[src/rtl/i2c_reg_bank_pkg.sv]
// Shared constants for the I2C register bank: address map, CTRL/STATUS bit positions.
package i2c_reg_bank_pkg;

    localparam int unsigned ADDR_ID       = 'h00;
    localparam int unsigned ADDR_VERSION  = 'h01;
    localparam int unsigned ADDR_SCRATCH  = 'h02;
    localparam int unsigned ADDR_CTRL     = 'h03;
    localparam int unsigned ADDR_STATUS   = 'h04;
    localparam int unsigned ADDR_STICKY   = 'h05;
    localparam int unsigned ADDR_TX_LEVEL = 'h06;
    localparam int unsigned ADDR_RX_LEVEL = 'h07;
    localparam int unsigned ADDR_TX_DATA  = 'h08;
    localparam int unsigned ADDR_RX_DATA  = 'h09;

    localparam int unsigned CTRL_IRQ_EN_TX_OVF   = 0;
    localparam int unsigned CTRL_IRQ_EN_RX_UDF   = 1;
    localparam int unsigned CTRL_IRQ_EN_RX_AVAIL = 2;
    localparam int unsigned CTRL_TX_FLUSH        = 3;
    localparam int unsigned CTRL_RX_FLUSH        = 4;
    localparam int unsigned CTRL_GPO_LSB         = 5;

    // Flush bits are strobes and are never stored.
    localparam logic [7:0] CTRL_STORED_MASK = 8'hE7;

    localparam int unsigned STAT_TX_FULL  = 0;
    localparam int unsigned STAT_TX_EMPTY = 1;
    localparam int unsigned STAT_RX_FULL  = 2;
    localparam int unsigned STAT_RX_EMPTY = 3;
    localparam int unsigned STAT_TX_OVF   = 4;
    localparam int unsigned STAT_RX_UDF   = 5;

    localparam logic [7:0] READ_UNMAPPED = 8'hFF;

endpackage

[src/rtl/i2c_reg_bank_sync_fifo.sv]
// Single-clock FIFO with occupancy count; flush overrides any same-cycle push or pop.
module sync_fifo #(
    parameter int unsigned WIDTH = 8,
    parameter int unsigned DEPTH = 16
) (
    input  logic                       clock,
    input  logic                       reset,
    input  logic                       push,
    input  logic                       pop,
    input  logic                       flush,
    input  logic [WIDTH-1:0]           push_data,
    output logic [WIDTH-1:0]           head,
    output logic                       full,
    output logic                       empty,
    output logic [$clog2(DEPTH):0]     level
);

    localparam int unsigned PW = $clog2(DEPTH);
    localparam int unsigned LW = PW + 1;

    logic [WIDTH-1:0] mem [DEPTH];
    logic [PW-1:0]    wr_ptr;
    logic [PW-1:0]    rd_ptr;
    logic [LW-1:0]    count;

    assign full  = (count == LW'(DEPTH));
    assign empty = (count == '0);
    assign level = count;
    assign head  = mem[rd_ptr];

    always_ff @(posedge clock) begin
        if (push) begin
            mem[wr_ptr] <= push_data;
        end
    end

    always_ff @(posedge clock) begin
        if (reset || flush) begin
            wr_ptr <= '0;
            rd_ptr <= '0;
            count  <= '0;
        end else begin
            if (push) wr_ptr <= wr_ptr + PW'(1);
            if (pop)  rd_ptr <= rd_ptr + PW'(1);
            if (push && !pop) begin
                count <= count + LW'(1);
            end else if (pop && !push) begin
                count <= count - LW'(1);
            end
        end
    end

endmodule

[src/rtl/i2c_reg_bank.sv]
// Byte-wide register bank behind the I2C slave core, with TX (host->fabric) and
// RX (fabric->host) FIFOs. Rejected writes withhold reg_response to produce a NACK.
module i2c_reg_bank
    import i2c_reg_bank_pkg::*;
#(
    parameter int unsigned ADDR_WIDTH = 8,
    parameter int unsigned FIFO_DEPTH = 16,
    parameter logic [7:0]  ID_VALUE   = 8'hA5,
    parameter logic [7:0]  VERSION    = 8'h01
) (
    input  logic                  clock,
    input  logic                  reset,
    input  logic [ADDR_WIDTH-1:0] reg_address,
    input  logic                  reg_is_write,
    input  logic                  reg_request,
    input  logic [7:0]            reg_write_data,
    output logic                  reg_response,
    output logic [7:0]            reg_read_data,
    output logic [7:0]            tx_data,
    output logic                  tx_valid,
    input  logic                  tx_ready,
    input  logic [7:0]            rx_data,
    input  logic                  rx_valid,
    output logic                  rx_ready,
    output logic [2:0]            ctrl_gpo,
    output logic                  irq
);

    localparam int unsigned LW = $clog2(FIFO_DEPTH) + 1;

    logic          rd_req, wr_req, wr_accept;
    logic          sel_scratch, sel_ctrl, sel_sticky, sel_tx_data, sel_rx_data;
    logic          tx_push, tx_pop, tx_flush, tx_full, tx_empty;
    logic          rx_push, rx_pop, rx_flush, rx_full, rx_empty;
    logic [LW-1:0] tx_level, rx_level;
    logic [7:0]    rx_head, read_mux, scratch, ctrl;
    logic          tx_ovf, rx_udf, set_tx_ovf, set_rx_udf, sticky_w1c;

    assign rd_req = reg_request & ~reg_is_write;
    assign wr_req = reg_request & reg_is_write;

    assign sel_scratch = (reg_address == ADDR_WIDTH'(ADDR_SCRATCH));
    assign sel_ctrl    = (reg_address == ADDR_WIDTH'(ADDR_CTRL));
    assign sel_sticky  = (reg_address == ADDR_WIDTH'(ADDR_STICKY));
    assign sel_tx_data = (reg_address == ADDR_WIDTH'(ADDR_TX_DATA));
    assign sel_rx_data = (reg_address == ADDR_WIDTH'(ADDR_RX_DATA));

    // Full/empty are pre-pop values, so a concurrent pop never rescues a write at full.
    assign tx_push    = wr_req & sel_tx_data & ~tx_full;
    assign tx_pop     = tx_valid & tx_ready;
    assign tx_flush   = wr_req & sel_ctrl & reg_write_data[CTRL_TX_FLUSH];
    assign rx_push    = rx_valid & rx_ready;
    assign rx_pop     = rd_req & sel_rx_data & ~rx_empty;
    assign rx_flush   = wr_req & sel_ctrl & reg_write_data[CTRL_RX_FLUSH];
    assign set_tx_ovf = wr_req & sel_tx_data & tx_full;
    assign set_rx_udf = rd_req & sel_rx_data & rx_empty;
    assign sticky_w1c = wr_req & sel_sticky;
    assign wr_accept  = wr_req & (sel_scratch | sel_ctrl | sel_sticky | tx_push);

    assign tx_valid = ~tx_empty;
    assign rx_ready = ~rx_full;
    assign ctrl_gpo = ctrl[7:CTRL_GPO_LSB];

    sync_fifo #(.WIDTH(8), .DEPTH(FIFO_DEPTH)) u_tx_fifo (
        .clock     (clock),
        .reset     (reset),
        .push      (tx_push),
        .pop       (tx_pop),
        .flush     (tx_flush),
        .push_data (reg_write_data),
        .head      (tx_data),
        .full      (tx_full),
        .empty     (tx_empty),
        .level     (tx_level)
    );

    sync_fifo #(.WIDTH(8), .DEPTH(FIFO_DEPTH)) u_rx_fifo (
        .clock     (clock),
        .reset     (reset),
        .push      (rx_push),
        .pop       (rx_pop),
        .flush     (rx_flush),
        .push_data (rx_data),
        .head      (rx_head),
        .full      (rx_full),
        .empty     (rx_empty),
        .level     (rx_level)
    );

    always_comb begin
        read_mux = READ_UNMAPPED;
        case (reg_address)
            ADDR_WIDTH'(ADDR_ID):       read_mux = ID_VALUE;
            ADDR_WIDTH'(ADDR_VERSION):  read_mux = VERSION;
            ADDR_WIDTH'(ADDR_SCRATCH):  read_mux = scratch;
            ADDR_WIDTH'(ADDR_CTRL):     read_mux = ctrl;
            ADDR_WIDTH'(ADDR_STATUS):   read_mux = {2'b00, rx_udf, tx_ovf,
                                                    rx_empty, rx_full, tx_empty, tx_full};
            ADDR_WIDTH'(ADDR_STICKY):   read_mux = {6'b0, rx_udf, tx_ovf};
            ADDR_WIDTH'(ADDR_TX_LEVEL): read_mux = 8'(tx_level);
            ADDR_WIDTH'(ADDR_RX_LEVEL): read_mux = 8'(rx_level);
            ADDR_WIDTH'(ADDR_TX_DATA):  read_mux = 8'h00;
            ADDR_WIDTH'(ADDR_RX_DATA):  read_mux = rx_empty ? 8'h00 : rx_head;
            default:                    read_mux = READ_UNMAPPED;
        endcase
    end

    always_ff @(posedge clock) begin
        if (reset) begin
            reg_response  <= 1'b0;
            reg_read_data <= 8'h00;
            scratch       <= 8'h00;
            ctrl          <= 8'h00;
            tx_ovf        <= 1'b0;
            rx_udf        <= 1'b0;
            irq           <= 1'b0;
        end else begin
            reg_response <= rd_req | wr_accept;
            if (rd_req) reg_read_data <= read_mux;
            if (wr_req && sel_scratch) scratch <= reg_write_data;
            if (wr_req && sel_ctrl) ctrl <= reg_write_data & CTRL_STORED_MASK;
            // Set beats a same-cycle write-1-to-clear.
            tx_ovf <= set_tx_ovf | (tx_ovf & ~(sticky_w1c & reg_write_data[0]));
            rx_udf <= set_rx_udf | (rx_udf & ~(sticky_w1c & reg_write_data[1]));
            irq <= (tx_ovf & ctrl[CTRL_IRQ_EN_TX_OVF])
                 | (rx_udf & ctrl[CTRL_IRQ_EN_RX_UDF])
                 | (~rx_empty & ctrl[CTRL_IRQ_EN_RX_AVAIL]);
        end
    end

endmodule

[config.mk]
export PLATFORM = sky130hd
export DESIGN_NAME = i2c_reg_bank
export DESIGN_NICKNAME = d
export VERILOG_FILES = /design/src/rtl/i2c_reg_bank_pkg.sv /design/src/rtl/i2c_reg_bank_sync_fifo.sv /design/src/rtl/i2c_reg_bank.sv
export SDC_FILE = /design/constraint.sdc
export NUM_CORES = 1
export LEC_CHECK = 0
export ABC_CLOCK_PERIOD_IN_PS = 3900
export BUFFER_PORTS_ARGS = -buffer_cell sky130_fd_sc_hd__buf_2
export CORE_MARGIN = 2
export CORE_UTILIZATION = 61
export DETAILED_ROUTE_END_ITERATION = 7
export PLACE_DENSITY = 0.78
export SYNTH_ARGS = -nofsm -noshare
export SYNTH_HDL_FRONTEND = slang
export SYNTH_HIERARCHICAL = 1
export SYNTH_SLANG_ARGS = --single-unit
[constraint.sdc]
create_clock -name clock -period 3.9 [get_ports clock]
set_input_delay 0.78 -clock clock [delete_from_list [all_inputs] [get_ports clock]]
set_output_delay 0.78 -clock clock [all_outputs]
set_load 0.01 [all_outputs]
==> flow_summary_export.csv <==
group,metric,value,unit
floorplanning,core,0.0211,mm^2
sta,worst_pin_slew,0.696,ns
grt,grt_pass1_wl,42000,um
layout,postLayoutCellArea,0.0146,mm^2
synth,synth.cell_area,0.0131,mm^2
setup_path,cp-start-kind,"register",
synth,synth.largest_area_cell,"edfxtp_1",
floorplanning,chipWidth,151,um
synth,synthTopCellsByArea,"edfxtp_1 58%, dfxtp_1 9.1%, mux4_2 6.3%",
route,antenna_left,0,
hold_path,hold_path_class,"register to register",
route,routed_wl,27200,um
floorplanning,dieArea,0.0227,mm^2
sta,skew,0.0103,ns
synth,synth.avg_cell_area,16.5,um^2
clocking,cts-resized-gates,0,
status,status,"complete, no violations",
layout,nets,897,
synth,synth_cells,795,
clocking,cts_tree,"yes",
sta,setup_viol,0,
power_and_ir_drop,p_leak,5.00,nW
route,vias,7064,
layout,synthToLayoutAreaGrowth,10.7,%
route,drtPass1Iterations,5,
grt,use_met3,3.28,%
sta,setup_tns,0,ns
floorplanning,top_level_ports,53,
clocking,numCtsBuffers,30,
synth,synth_edf_count,256,
placed_design,port-buffer-count,52,
sta,drv_slew,0,
placed_design,hpwl,18000,um
clocking,cts_sinks,316,
floorplanning,rows,53,
route,vias_per_cell,6.16,
floorplanning,die_h,151,um
grt,grt-busiest-layer,"met2",
layout,layout_commonest_cell,"edfxtp_1",
layout,fill_cells,1368,
setup_path,required,3.12,ns
layout,post-route-util,69.0,%
clocking,holdBufCountCts,0,
layout,drive_gt1_share,17.9,%
grt,antenna_found_initial,0,
sta,fin_crit,3.39,ns
grt,met2_usage,45.5,%
synth,ys.warnings.count,6,
sta,max_freq,295,MHz
synth,synth_seq_area_share,67.6,%
layout,n_antenna_cell,0,
clocking,clkTransAtPathRegs,0.06,ns
synth,synth.distinct_cells,60,
setup_path,endpoint_kind,"output pin",
grt,grt_pass1_vias,7270,
grt,use_met1,31.8,%
grt,grt_overflow,0,
synth,ys_async_sr_fraction,0,%
route,route.detailed.drc,0,
setup_path,critical-path-top-delay-family,"flip-flops",
sta,rsz0062_at_grt,"no",
setup_path,crit_chain,"buf_12, mux4_2, a22oi_1, nand2_1, buf_2",
clocking,cts.path.max_buffers,3,
clocking,worstSkewPairLatency,0.54,ns
sta,fin_crit_sh,86.8,%
placed_design,placedInstanceArea,0.0136,mm^2
grt,grt_start_max_net_pins,33,
route,drt_iter0_drc,569,
grt,gr-usage-all-layers,25.1,%
setup_path,cp_slowest_cell,"dfxtp_2",
route,wire_per_inst,23.7,um
setup_path,critical_path_arrival,2.61,ns
synth,syn-num-nets,845,
power_and_ir_drop,p_per_area,521,mW/mm^2
synth,ys_seq_elements,316,
power_and_ir_drop,ir_drop,0.450,mV
placed_design,gp_congestion,0.854,
flow_run,maxCapViolCount,0,
floorplanning,start_util,62.3,%
setup_path,cp_slowest_stage_delay,0.68,ns
setup_path,path_class,"register to output pin",
sta,hold_viol_final,0,
synth,synth_top_area_share,58.5,%
setup_path,cp_max_fo,17,
setup_path,path_buf_inv,2,
synth,synth_flop_cell,"edfxtp_1",
layout,final_cell_mix,"256 x edfxtp_1, 75 x nor2_1, 58 x dfxtp_1",
sta,slew_headroom,53.3,%
clocking,cts_setup_buffers,0,
clocking,root_buffer,"clkbuf_16",
clocking,h-tree-depth,1,
==> per-layer routing <==
| metal | wire (um) | part of all wire, % |
|---|---|---|
| met1 | 10200 | 38 |
| met2 | 14700 | 54 |
| met3 | 1530 | 5.6 |
| met4 | 763 | 2.8 |
| met5 | 0 | 0 |
==> worst reg2reg max path, delay by kind of cell (launching register included) <==
family,cells,cell delay (ns)
mux,2,0.44
buf+inv,3,0.32
fa+ha+maj,2,0.57
simple gates,5,1.26
flops,1,0.37
compound gates,1,0.18
==> synthesized netlist by cell type, drive strengths merged, types with 10 or more instances <==
library cell	n
ha	18
nor2b	10
mux2i	23
nor2	75
inv	21
a22oi	36
a21oi	14
mux4	65
edfxtp	256
nand2	30
dfxtp	60
clkbuf	16
xor2	12
and2	35
buf	21
==> path summary, 6_finish.rpt <==
kind	slack (ns)	depth (start not counted)	end	start
hold / removal	0.51	2	u_rx_fifo/level[4]	u_rx_fifo/level[4]
hold reg to reg	0.51	2	u_rx_fifo/level[4]	u_rx_fifo/level[4]
setup / recovery	0.51	5	tx_data[0]	register
setup reg to reg	0.69	13	u_rx_fifo/level[4]	u_rx_fifo/level[0]
==> cell families after synthesis <==
kind of cell | Yosys count | synth area share (%)
DFF | 316 | 67.6
adders and majority gates | 20 | 2.02
muxes | 93 | 14.1
AOI/OAI and AO/OA | 84 | 4.48
xor gates and xnor gates | 16 | 1.07
and+or+nand+nor | 202 | 7.98
buffers and inverters | 64 | 2.73
==> stage by stage <==
step / power, mW / setup slack (ns) / cells / hold slack [ns]
6_report: 7.58 / 0.513 / 1146 / 0.513
5_1_grt: 7.86 / 0.404 / 1146 / 0.536
4_1_cts: 7.63 / 0.496 / 1146 / 0.506
3_5_place_dp: 4.83 / 0.380 / 1090 / 0.494
3_3_place_gp: 4.78 / 0.414 / 1090 / 0.481
2_1_floorplan: 4.54 / 0.529 / 795 / 0.452
==> sequential cells by signal, indices dropped and copies added (netlist names), 5 cells and up, named ones only <==
signal / count
ctrl: 6
reg_read_data: 8
scratch: 8
u_rx_fifo/level: 5
u_rx_fifo/mem: 128
u_tx_fifo/level: 5
u_tx_fifo/mem: 128
==> cell type report <==
| cell class | instances | area, um^2 | share of cell area [%] |
|---|---|---|---|
| flip-flops and latches | 316 | 8890 | 61.1 |
| clock buffers | 41 | 845 | 5.80 |
| well taps | 275 | 344 | 2.36 |
| clock inverters | 15 | 129 | 0.885 |
| repair buffers | 63 | 368 | 2.53 |
| inverters | 21 | 78.8 | 0.542 |
| multi-input cells | 415 | 3900 | 26.8 |
==> report_power, final <==
part	total (mW)	leakage, nW	internal [mW]	switching, mW
Clock	2.82	0.470	1.65	1.18
Combinational	0.926	1.74	0.427	0.500
Sequential	3.84	2.79	3.73	0.105
(Power assumes the default switching activity.)
